`config.mk`:
```
export PLATFORM = sky130hd
export DESIGN_NAME = oc_sensor_monitor_flat
export DESIGN_NICKNAME = d
export VERILOG_FILES = /design/src/rtl/oc_sensor_monitor_pkg.sv /design/src/rtl/oc_sensor_monitor_if.sv /design/src/rtl/oc_sensor_monitor_channel.sv /design/src/rtl/oc_sensor_monitor.sv /design/src/flat_wrapper.sv
export SDC_FILE = /design/constraint.sdc
export NUM_CORES = 2
export LEC_CHECK = 0
export CORE_ASPECT_RATIO = 1.75
export CORE_MARGIN = 2
export CORE_UTILIZATION = 45
export DETAILED_ROUTE_END_ITERATION = 8
export REMOVE_ABC_BUFFERS = 1
export SLEW_MARGIN = 40
export SYNTH_ARGS = -nofsm -noshare
export SYNTH_HDL_FRONTEND = slang
export SYNTH_SLANG_ARGS = --single-unit
```
`constraint.sdc`:
```
create_clock -name clock -period 23.2 [get_ports clock]
set_input_delay 4.64 -clock clock [delete_from_list [all_inputs] [get_ports clock]]
set_output_delay 4.64 -clock clock [all_outputs]
set_load 0.005 [all_outputs]
```
`src/rtl/oc_sensor_monitor_pkg.sv`:
```
// Shared register map, control bit positions and mode encoding for oc_sensor_monitor.
package oclib_pkg;

    localparam logic [2:0] SensorMonOffsetAverage  = 3'd0;
    localparam logic [2:0] SensorMonOffsetMin      = 3'd1;
    localparam logic [2:0] SensorMonOffsetMax      = 3'd2;
    localparam logic [2:0] SensorMonOffsetWarnHigh = 3'd3;
    localparam logic [2:0] SensorMonOffsetWarnLow  = 3'd4;
    localparam logic [2:0] SensorMonOffsetErrHigh  = 3'd5;
    localparam logic [2:0] SensorMonOffsetErrLow   = 3'd6;
    localparam logic [2:0] SensorMonOffsetControl  = 3'd7;

    localparam int SensorMonCtrlBitMode       = 0;
    localparam int SensorMonCtrlBitEnable     = 1;
    localparam int SensorMonCtrlBitWarning    = 8;
    localparam int SensorMonCtrlBitError      = 9;
    localparam int SensorMonCtrlBitStickyWarn = 16;
    localparam int SensorMonCtrlBitStickyErr  = 17;

    typedef enum logic {
        OverLimit = 1'b0,
        Window    = 1'b1
    } sensor_mon_mode_e;

endpackage

```
`src/rtl/oc_sensor_monitor_if.sv`:
```
// Sample stream, config bus and flag outputs of oc_sensor_monitor.
interface oc_sensor_monitor_if #(
    parameter int NumChannels  = 4,
    parameter int DataWidth    = 16,
    parameter int AddressWidth = 8
);
    logic                    sampleValid;
    logic [3:0]              sampleChannel;
    logic [DataWidth-1:0]    sampleData;
    logic                    cfgWrite;
    logic                    cfgRead;
    logic [AddressWidth-1:0] cfgAddress;
    logic [31:0]             cfgWdata;
    logic [31:0]             cfgRdata;
    logic                    cfgReady;
    logic [NumChannels-1:0]  warning;
    logic [NumChannels-1:0]  error;
    logic                    anyWarning;
    logic                    anyError;
    logic                    alert;

    modport master (
        output sampleValid, sampleChannel, sampleData,
        output cfgWrite, cfgRead, cfgAddress, cfgWdata,
        input  cfgRdata, cfgReady, warning, error, anyWarning, anyError, alert
    );

    modport slave (
        input  sampleValid, sampleChannel, sampleData,
        input  cfgWrite, cfgRead, cfgAddress, cfgWdata,
        output cfgRdata, cfgReady, warning, error, anyWarning, anyError, alert
    );
endinterface

```
`src/rtl/oc_sensor_monitor_channel.sv`:
```
// One monitored channel: block averager, min/max, thresholds, flags and sticky bits.
// Min/max tracking is present only when OC_SENSOR_MONITOR_MINMAX_EN is defined.
module oc_sensor_monitor_channel
    import oclib_pkg::*;
#(
    parameter int DataWidth    = 16,
    parameter int AverageShift = 6
) (
    input  logic                 clock,
    input  logic                 reset,
    input  logic                 sample_valid,
    input  logic [DataWidth-1:0] sample_data,
    input  logic                 wr_en,
    input  logic [2:0]           offset,
    input  logic [31:0]          wdata,
    output logic [31:0]          rd_data,
    output logic                 warning,
    output logic                 error,
    output logic                 sticky_warn,
    output logic                 sticky_err
);
    localparam int AccWidth = DataWidth + AverageShift;
    localparam int CntWidth = (AverageShift > 0) ? AverageShift : 1;

    logic [AccWidth-1:0]  acc_q, acc_d, sum;
    logic [CntWidth-1:0]  cnt_q, cnt_d;
    logic [DataWidth-1:0] avg_q, avg_d, new_avg;
    logic [DataWidth-1:0] warn_high_q, warn_high_d, warn_low_q, warn_low_d;
    logic [DataWidth-1:0] err_high_q, err_high_d, err_low_q, err_low_d;
    sensor_mon_mode_e     mode_q, mode_d;
    logic                 enable_q, enable_d;
    logic                 eval_q, eval_d;
    logic                 warn_q, warn_d, err_q, err_d;
    logic                 sticky_warn_q, sticky_warn_d, sticky_err_q, sticky_err_d;
    logic                 accept, wrap, wr_ctrl;
    logic                 unused_wdata;

    assign unused_wdata = ^wdata;
    assign accept  = sample_valid && enable_q;
    assign wrap    = (AverageShift == 0) || (cnt_q == '1);
    assign sum     = acc_q + AccWidth'(sample_data);
    assign new_avg = DataWidth'(sum >> AverageShift);
    assign wr_ctrl = wr_en && (offset == SensorMonOffsetControl);

    always_comb begin
        acc_d         = acc_q;
        cnt_d         = cnt_q;
        avg_d         = avg_q;
        eval_d        = 1'b0;
        warn_high_d   = warn_high_q;
        warn_low_d    = warn_low_q;
        err_high_d    = err_high_q;
        err_low_d     = err_low_q;
        mode_d        = mode_q;
        enable_d      = enable_q;
        warn_d        = warn_q;
        err_d         = err_q;
        sticky_warn_d = sticky_warn_q;
        sticky_err_d  = sticky_err_q;

        if (accept) begin
            if (wrap) begin
                acc_d  = '0;
                cnt_d  = '0;
                avg_d  = new_avg;
                eval_d = 1'b1;
            end else begin
                acc_d = sum;
                cnt_d = cnt_q + CntWidth'(1);
            end
        end

        if (wr_en) begin
            case (offset)
                SensorMonOffsetWarnHigh: warn_high_d = wdata[DataWidth-1:0];
                SensorMonOffsetWarnLow:  warn_low_d  = wdata[DataWidth-1:0];
                SensorMonOffsetErrHigh:  err_high_d  = wdata[DataWidth-1:0];
                SensorMonOffsetErrLow:   err_low_d   = wdata[DataWidth-1:0];
                SensorMonOffsetControl: begin
                    mode_d   = sensor_mon_mode_e'(wdata[SensorMonCtrlBitMode]);
                    enable_d = wdata[SensorMonCtrlBitEnable];
                    if (!wdata[SensorMonCtrlBitEnable]) begin
                        acc_d = '0;
                        cnt_d = '0;
                    end
                end
                default: ;
            endcase
        end

        // Evaluation runs one cycle after the average lands, against the registered thresholds.
        if (eval_q) begin
            if (mode_q == Window) begin
                warn_d = (avg_q > warn_high_q) || (avg_q < warn_low_q);
                err_d  = (avg_q > err_high_q) || (avg_q < err_low_q);
            end else begin
                if (avg_q >= warn_high_q)     warn_d = 1'b1;
                else if (avg_q < warn_low_q)  warn_d = 1'b0;
                if (avg_q >= err_high_q)      err_d  = 1'b1;
                else if (avg_q < err_low_q)   err_d  = 1'b0;
            end
        end

        if (!enable_d) begin
            warn_d = 1'b0;
            err_d  = 1'b0;
        end

        if (wr_ctrl && wdata[SensorMonCtrlBitStickyWarn]) sticky_warn_d = 1'b0;
        if (wr_ctrl && wdata[SensorMonCtrlBitStickyErr])  sticky_err_d  = 1'b0;
        if (warn_d) sticky_warn_d = 1'b1;
        if (err_d)  sticky_err_d  = 1'b1;
    end

    always_ff @(posedge clock or posedge reset) begin
        if (reset) begin
            acc_q         <= '0;
            cnt_q         <= '0;
            avg_q         <= '0;
            eval_q        <= 1'b0;
            warn_high_q   <= '1;
            warn_low_q    <= '1;
            err_high_q    <= '1;
            err_low_q     <= '1;
            mode_q        <= OverLimit;
            enable_q      <= 1'b0;
            warn_q        <= 1'b0;
            err_q         <= 1'b0;
            sticky_warn_q <= 1'b0;
            sticky_err_q  <= 1'b0;
        end else begin
            acc_q         <= acc_d;
            cnt_q         <= cnt_d;
            avg_q         <= avg_d;
            eval_q        <= eval_d;
            warn_high_q   <= warn_high_d;
            warn_low_q    <= warn_low_d;
            err_high_q    <= err_high_d;
            err_low_q     <= err_low_d;
            mode_q        <= mode_d;
            enable_q      <= enable_d;
            warn_q        <= warn_d;
            err_q         <= err_d;
            sticky_warn_q <= sticky_warn_d;
            sticky_err_q  <= sticky_err_d;
        end
    end

`ifdef OC_SENSOR_MONITOR_MINMAX_EN
    logic [DataWidth-1:0] min_q, min_d, max_q, max_d;

    // A reset write colliding with a new average still ends up holding that average.
    always_comb begin
        min_d = min_q;
        max_d = max_q;
        if (wr_en && (offset == SensorMonOffsetMin)) min_d = '1;
        if (wr_en && (offset == SensorMonOffsetMax)) max_d = '0;
        if (accept && wrap) begin
            if (new_avg < min_d) min_d = new_avg;
            if (new_avg > max_d) max_d = new_avg;
        end
    end

    always_ff @(posedge clock or posedge reset) begin
        if (reset) begin
            min_q <= '1;
            max_q <= '0;
        end else begin
            min_q <= min_d;
            max_q <= max_d;
        end
    end
`endif

    always_comb begin
        rd_data = '0;
        case (offset)
            SensorMonOffsetAverage:  rd_data = 32'(avg_q);
`ifdef OC_SENSOR_MONITOR_MINMAX_EN
            SensorMonOffsetMin:      rd_data = 32'(min_q);
            SensorMonOffsetMax:      rd_data = 32'(max_q);
`endif
            SensorMonOffsetWarnHigh: rd_data = 32'(warn_high_q);
            SensorMonOffsetWarnLow:  rd_data = 32'(warn_low_q);
            SensorMonOffsetErrHigh:  rd_data = 32'(err_high_q);
            SensorMonOffsetErrLow:   rd_data = 32'(err_low_q);
            SensorMonOffsetControl: begin
                rd_data[SensorMonCtrlBitMode]       = (mode_q == Window);
                rd_data[SensorMonCtrlBitEnable]     = enable_q;
                rd_data[SensorMonCtrlBitWarning]    = warn_q;
                rd_data[SensorMonCtrlBitError]      = err_q;
                rd_data[SensorMonCtrlBitStickyWarn] = sticky_warn_q;
                rd_data[SensorMonCtrlBitStickyErr]  = sticky_err_q;
            end
            default: rd_data = '0;
        endcase
    end

    assign warning     = warn_q;
    assign error       = err_q;
    assign sticky_warn = sticky_warn_q;
    assign sticky_err  = sticky_err_q;
endmodule

```
`src/rtl/oc_sensor_monitor.sv`:
```
// Multi-channel sensor monitor top: address decode, read mux, summary and alert registers.
// Optional min/max tracking is enabled with OC_SENSOR_MONITOR_MINMAX_EN.
module oc_sensor_monitor
    import oclib_pkg::*;
#(
    parameter int NumChannels  = 4,
    parameter int DataWidth    = 16,
    parameter int AverageShift = 6,
    parameter int AddressWidth = 8
) (
    input  logic               clock,
    input  logic               reset,
    oc_sensor_monitor_if.slave bus
);
    localparam int ChIdxWidth = AddressWidth - 3;
    localparam logic [AddressWidth-1:0] SummaryAddr = AddressWidth'(NumChannels * 8);

    logic [ChIdxWidth-1:0]  addr_ch;
    logic [2:0]             addr_off;
    logic [31:0]            ch_rd [NumChannels];
    logic [NumChannels-1:0] ch_wr, ch_sample, warn, err, sticky_w, sticky_e;
    logic [31:0]            rd_word;
    logic [31:0]            rdata_q, rdata_d;
    logic                   ready_q, ready_d;
    logic                   any_warn_q, any_warn_d, any_err_q, any_err_d, alert_q, alert_d;

    assign addr_ch  = bus.cfgAddress[AddressWidth-1:3];
    assign addr_off = bus.cfgAddress[2:0];

    for (genvar g = 0; g < NumChannels; g++) begin : g_ch
        assign ch_wr[g]     = bus.cfgWrite && (addr_ch == ChIdxWidth'(g));
        assign ch_sample[g] = bus.sampleValid && (bus.sampleChannel == 4'(g));

        oc_sensor_monitor_channel #(
            .DataWidth   (DataWidth),
            .AverageShift(AverageShift)
        ) u_channel (
            .clock       (clock),
            .reset       (reset),
            .sample_valid(ch_sample[g]),
            .sample_data (bus.sampleData),
            .wr_en       (ch_wr[g]),
            .offset      (addr_off),
            .wdata       (bus.cfgWdata),
            .rd_data     (ch_rd[g]),
            .warning     (warn[g]),
            .error       (err[g]),
            .sticky_warn (sticky_w[g]),
            .sticky_err  (sticky_e[g])
        );
    end

    always_comb begin
        rd_word = '0;
        if (bus.cfgAddress == SummaryAddr) begin
            rd_word[NumChannels-1:0]   = warn;
            rd_word[16 +: NumChannels] = err;
        end else begin
            for (int unsigned i = 0; i < NumChannels; i++) begin
                if (addr_ch == ChIdxWidth'(i)) rd_word = ch_rd[i];
            end
        end
        rdata_d    = bus.cfgRead ? rd_word : '0;
        ready_d    = bus.cfgRead || bus.cfgWrite;
        any_warn_d = |warn;
        any_err_d  = |err;
        alert_d    = |{sticky_w, sticky_e};
    end

    always_ff @(posedge clock or posedge reset) begin
        if (reset) begin
            rdata_q    <= '0;
            ready_q    <= 1'b0;
            any_warn_q <= 1'b0;
            any_err_q  <= 1'b0;
            alert_q    <= 1'b0;
        end else begin
            rdata_q    <= rdata_d;
            ready_q    <= ready_d;
            any_warn_q <= any_warn_d;
            any_err_q  <= any_err_d;
            alert_q    <= alert_d;
        end
    end

    assign bus.cfgRdata   = rdata_q;
    assign bus.cfgReady   = ready_q;
    assign bus.warning    = warn;
    assign bus.error      = err;
    assign bus.anyWarning = any_warn_q;
    assign bus.anyError   = any_err_q;
    assign bus.alert      = alert_q;
endmodule

```
`src/flat_wrapper.sv`:
```
// flat-port wrapper written by rule: the top's interface ports become plain ports
module oc_sensor_monitor_flat import oclib_pkg::*;
#(
    parameter int NumChannels  = 4,
    parameter int DataWidth    = 16,
    parameter int AverageShift = 6,
    parameter int AddressWidth = 8
)
  (clock, reset, bus_sampleValid, bus_sampleChannel, bus_sampleData, bus_cfgWrite, bus_cfgRead, bus_cfgAddress, bus_cfgWdata, bus_cfgRdata, bus_cfgReady, bus_warning, bus_error, bus_anyWarning, bus_anyError, bus_alert);
  oc_sensor_monitor_if #(.NumChannels(NumChannels), .DataWidth(DataWidth), .AddressWidth(AddressWidth)) bus_i ();
  input  logic clock;
  input  logic reset;
  input wire logic [$bits(bus_i.sampleValid)-1:0] bus_sampleValid;
  input wire logic [$bits(bus_i.sampleChannel)-1:0] bus_sampleChannel;
  input wire logic [$bits(bus_i.sampleData)-1:0] bus_sampleData;
  input wire logic [$bits(bus_i.cfgWrite)-1:0] bus_cfgWrite;
  input wire logic [$bits(bus_i.cfgRead)-1:0] bus_cfgRead;
  input wire logic [$bits(bus_i.cfgAddress)-1:0] bus_cfgAddress;
  input wire logic [$bits(bus_i.cfgWdata)-1:0] bus_cfgWdata;
  output wire logic [$bits(bus_i.cfgRdata)-1:0] bus_cfgRdata;
  output wire logic [$bits(bus_i.cfgReady)-1:0] bus_cfgReady;
  output wire logic [$bits(bus_i.warning)-1:0] bus_warning;
  output wire logic [$bits(bus_i.error)-1:0] bus_error;
  output wire logic [$bits(bus_i.anyWarning)-1:0] bus_anyWarning;
  output wire logic [$bits(bus_i.anyError)-1:0] bus_anyError;
  output wire logic [$bits(bus_i.alert)-1:0] bus_alert;
  assign bus_i.sampleValid = bus_sampleValid;
  assign bus_i.sampleChannel = bus_sampleChannel;
  assign bus_i.sampleData = bus_sampleData;
  assign bus_i.cfgWrite = bus_cfgWrite;
  assign bus_i.cfgRead = bus_cfgRead;
  assign bus_i.cfgAddress = bus_cfgAddress;
  assign bus_i.cfgWdata = bus_cfgWdata;
  assign bus_cfgRdata = bus_i.cfgRdata;
  assign bus_cfgReady = bus_i.cfgReady;
  assign bus_warning = bus_i.warning;
  assign bus_error = bus_i.error;
  assign bus_anyWarning = bus_i.anyWarning;
  assign bus_anyError = bus_i.anyError;
  assign bus_alert = bus_i.alert;
  oc_sensor_monitor #(.NumChannels(NumChannels), .DataWidth(DataWidth), .AverageShift(AverageShift), .AddressWidth(AddressWidth)) u_core (.clock(clock), .reset(reset), .bus(bus_i));
endmodule
```
==> impl_metrics.env <==
export IMPL_synth_ff_latch_count=484
export IMPL_antenna_found_initial=2
export IMPL_min_from="u_core.g_ch[2].u_channel.err_low_q[10]"
export IMPL_antenna_cells=0
export IMPL_portBuffers=82
export IMPL_seqPwrFrac=0.438
export IMPL_worst_setup_path_type="primary input to flip-flop"
export IMPL_synthCells=3373
export IMPL_synth_edff_count=0
export IMPL_post_cts_setup_buffer_count=0
export IMPL_hp_class="flip-flop to flip-flop"
export IMPL_ant_nets=0
export IMPL_synth_top_family_by_area="compound AO/OA/AOI/OAI gates"
export IMPL_whs_ps=515.1
export IMPL_worst_path_buf_inv=1
export IMPL_required_ps=23690
export IMPL_synth_most_common_cell="nand2_1"
export IMPL_drt_first_pass_iters=6
export IMPL_tns_ps=0
export IMPL_clk_latency_ps=620
export IMPL_syn_avg_cell_area_um2=9.411
export IMPL_synthToLayoutAreaGrowth_pct=10.74
export IMPL_clk_pin_slew_ps=70
export IMPL_cts_buffers=50
export IMPL_synth_distinct_cells=90
export IMPL_p_clk_frac=0.437
export IMPL_p_sw_frac=0.2722
export IMPL_yosysWarnings=0
export IMPL_clockBufferDepth=3
export IMPL_timing_fmax_mhz=125.7
export IMPL_final_area_um2=35160
export IMPL_synthAdderAreaFrac=0.1271
export IMPL_ir_drop_v=0.00005211
export IMPL_vias=26050
export IMPL_maxCapViolCount=0
export IMPL_yosysTopAreaCell="dfstp_2"
export IMPL_cp_slowest_cell="nor2_1"
export IMPL_slew_headroom=0.4028
export IMPL_seq_area_frac_synth=0.3916
export IMPL_cpPeakStageDelay_ps=820
export IMPL_grt_max_degree=110
export IMPL_r2r_start="u_core.g_ch[1].u_channel.enable_q"
export IMPL_cts_hold_buffers=0
export IMPL_pwr_share_comb=0.125
export IMPL_cp_startpoint="bus_cfgAddress[1]"
export IMPL_cts_max_level=2
export IMPL_synthXorXnorAreaFrac=0.03035
export IMPL_synth_compound_area_frac=0.1814
export IMPL_start_util=0.4557
export IMPL_die_w_um=204.8
export IMPL_powerDensity_nw_per_um2=60.01
export IMPL_p_switching_uw=574.2
export IMPL_path_delay_family="simple AND/OR/NAND/NOR gates"
export IMPL_rsz0062_at_grt="false"
export IMPL_clock_skew_ps=26.55
export IMPL_layout_drive_gt1_share=0.1889
export IMPL_rows=128
export IMPL_fin_crit_sh=0.3429
export IMPL_setup_viol=0
export IMPL_cts_resized=0
export IMPL_cpMostUsedCell="nor2_1"
export IMPL_wl_um=107300
export IMPL_synth_area_leaders="dfstp_2 21%, dfrtp_1 18%, ha_1 12%, mux2_2 5.9%, o21ai_0 4.2%"
export IMPL_tightest_slew_ps=890.5
export IMPL_num_io_pins=109
export IMPL_grt_overflow=0
export IMPL_drc=0
export IMPL_synth_top_area_frac=0.2119
export IMPL_static_leakage_power_nw=16.99
export IMPL_synthArstFlopShare=1.000
export IMPL_synth_commonest_cells="346 x nand2_1, 316 x ha_1, 280 x inv_1"
export IMPL_placed_cell_area_um2=33290
export IMPL_core_um2=69670
export IMPL_synth_simple_area_share=0.1254
export IMPL_cts_tree="done"
export IMPL_status="completed"
export IMPL_place_congestion=0.9448
export IMPL_grt_first_pass_wirelength_um=162000
export IMPL_cp_arrival_ps=8450
export IMPL_grt_usage=0.2976
export IMPL_die_y_um=355.4
export IMPL_finalMaxSlewViolations=0
export IMPL_die_area_um2=72770
export IMPL_fin_crit_ps=7956
export IMPL_internal_power_mw=1.535
export IMPL_nNetsFinal=3764
export IMPL_grt_pass1_vias=26500
export IMPL_crit_chain="buf_4, and2_1, nand3_1, nor2_1, nand2b_1, nand2_1, nor2_1"
export IMPL_ys_flop_type="dfstp_2"
export IMPL_wl_per_cell_um=24.78
export IMPL_hold_violations=0
export IMPL_drt_iter0_markers=1815
export IMPL_cts_sinks=484
export IMPL_start_kind="primary input"
export IMPL_cts_root_buf="clkbuf_16"
export IMPL_cp_end_kind="flip-flop"
export IMPL_viasPerCell=6.015
export IMPL_synth_mux_area_fraction=0.08384
export IMPL_netlist_area_um2=31740
export IMPL_dp_hpwl_um=77920
export IMPL_crit_fanout=47
[cells by family (layout without fill, tap and decap cells)]
logic type	after synthesis	after routing
AND/OR/NAND/NOR	861	861
XOR/XNOR	110	110
buffers and inverters	464	500
flip-flops	484	484
other	1	12
AO/OA/AOI/OAI	897	897
adder cells (fa/ha/maj)	320	320
multiplexers	236	236
[worst min-delay path: stages (launching register included)]
cell	delay (ps)
dfstp_2	370
inv_1	60
o21ai_0	80
[cell usage in the layout (no fill, tap or decap), drive strengths merged, types with 17 or more instances in the layout]
cell type	count
mux2i	63
nor3	40
nand3	60
xor2	51
buf	55
dfstp	256
nand2	346
xnor2	59
and2	18
clkbuf	58
ha	316
nor2	220
o21ai	279
nand2b	35
and3	28
o211ai	20
mux2	166
a211oi	52
inv	283
clkdlybuf4s50	70
nor2b	17
a22oi	90
nand4	50
dfrtp	228
a221oi	33
a21oi	199
a21o	106
[registers in the layout, indices dropped and copies added (netlist names), 20 cells and up]
register,count
u_core.g_ch.u_channel.acc_q,88
u_core.g_ch.u_channel.avg_q,64
u_core.g_ch.u_channel.err_high_q,64
u_core.g_ch.u_channel.err_low_q,64
u_core.g_ch.u_channel.warn_high_q,64
u_core.g_ch.u_channel.warn_low_q,64
u_core.g_ch.u_channel.cnt_q,24
u_core.bus.cfgRdata,20
[stage by stage]
stage	total power, mW	setup slack [ps]	util	cells
floorplan	1.080	5478	-	3202
global placement	1.189	14840	0.4772	4235
detailed placement	1.198	14750	0.4778	4237
CTS	2.124	15410	0.5045	4330
global route	2.184	15220	0.5046	4330
finish	2.110	15240	0.5046	4330
[layer usage]
layer / vias to the layer above / part of all wire / GRT usage
met3: 315 / 0.051 / 0.03242
met5: - / 0.000065 / 0
met1: 12860 / 0.37 / 0.3392
met4: 2 / 0.086 / 0.2194
met2: 925 / 0.49 / 0.5117
li1: 11950 / - / -
[cell type report]
| cell class | instances | area, um2 |
|---|---|---|
| clock buffers | 58 | 1363 |
| multi-input cells | 2436 | 17520 |
| well taps | 910 | 1139 |
| fillers | 6550 | 34510 |
| flip-flops and latches | 484 | 12430 |
| clock inverters | 35 | 491.7 |
| repair buffers | 125 | 1135 |
| inverters | 282 | 1071 |
[power by group through the flow]
stage | Combinational (mW) | Clock, mW | Sequential, mW
after global routing | 0.287 | 0.969 | 0.927
after floorplan | 0.152 | 0 | 0.928
after detailed placement | 0.261 | 0 | 0.937
final | 0.264 | 0.922 | 0.924
after CTS | 0.262 | 0.938 | 0.923
after global placement | 0.254 | 0 | 0.935
[worst paths after layout]
| path | endpoint | cells after the start | slack (ps) |
|---|---|---|---|
| worst max-delay path | u_core.g_ch[2].u_channel.acc_q[19] | 7 | 15240 |
| worst min-delay path | u_core.g_ch[2].u_channel.err_low_q[10] | 2 | 520 |
| worst max register to register | u_core.g_ch[1].u_channel.avg_q[15] | 5 | 20310 |
| worst min register to register | u_core.g_ch[2].u_channel.err_low_q[10] | 2 | 520 |
| max in group asynchronous | u_core.g_ch[2].u_channel.avg_q[10] | 6 | 15900 |
| min in group asynchronous | u_core.g_ch[3].u_channel.cnt_q[4] | 2 | 4490 |
(Power assumes the default switching activity.)
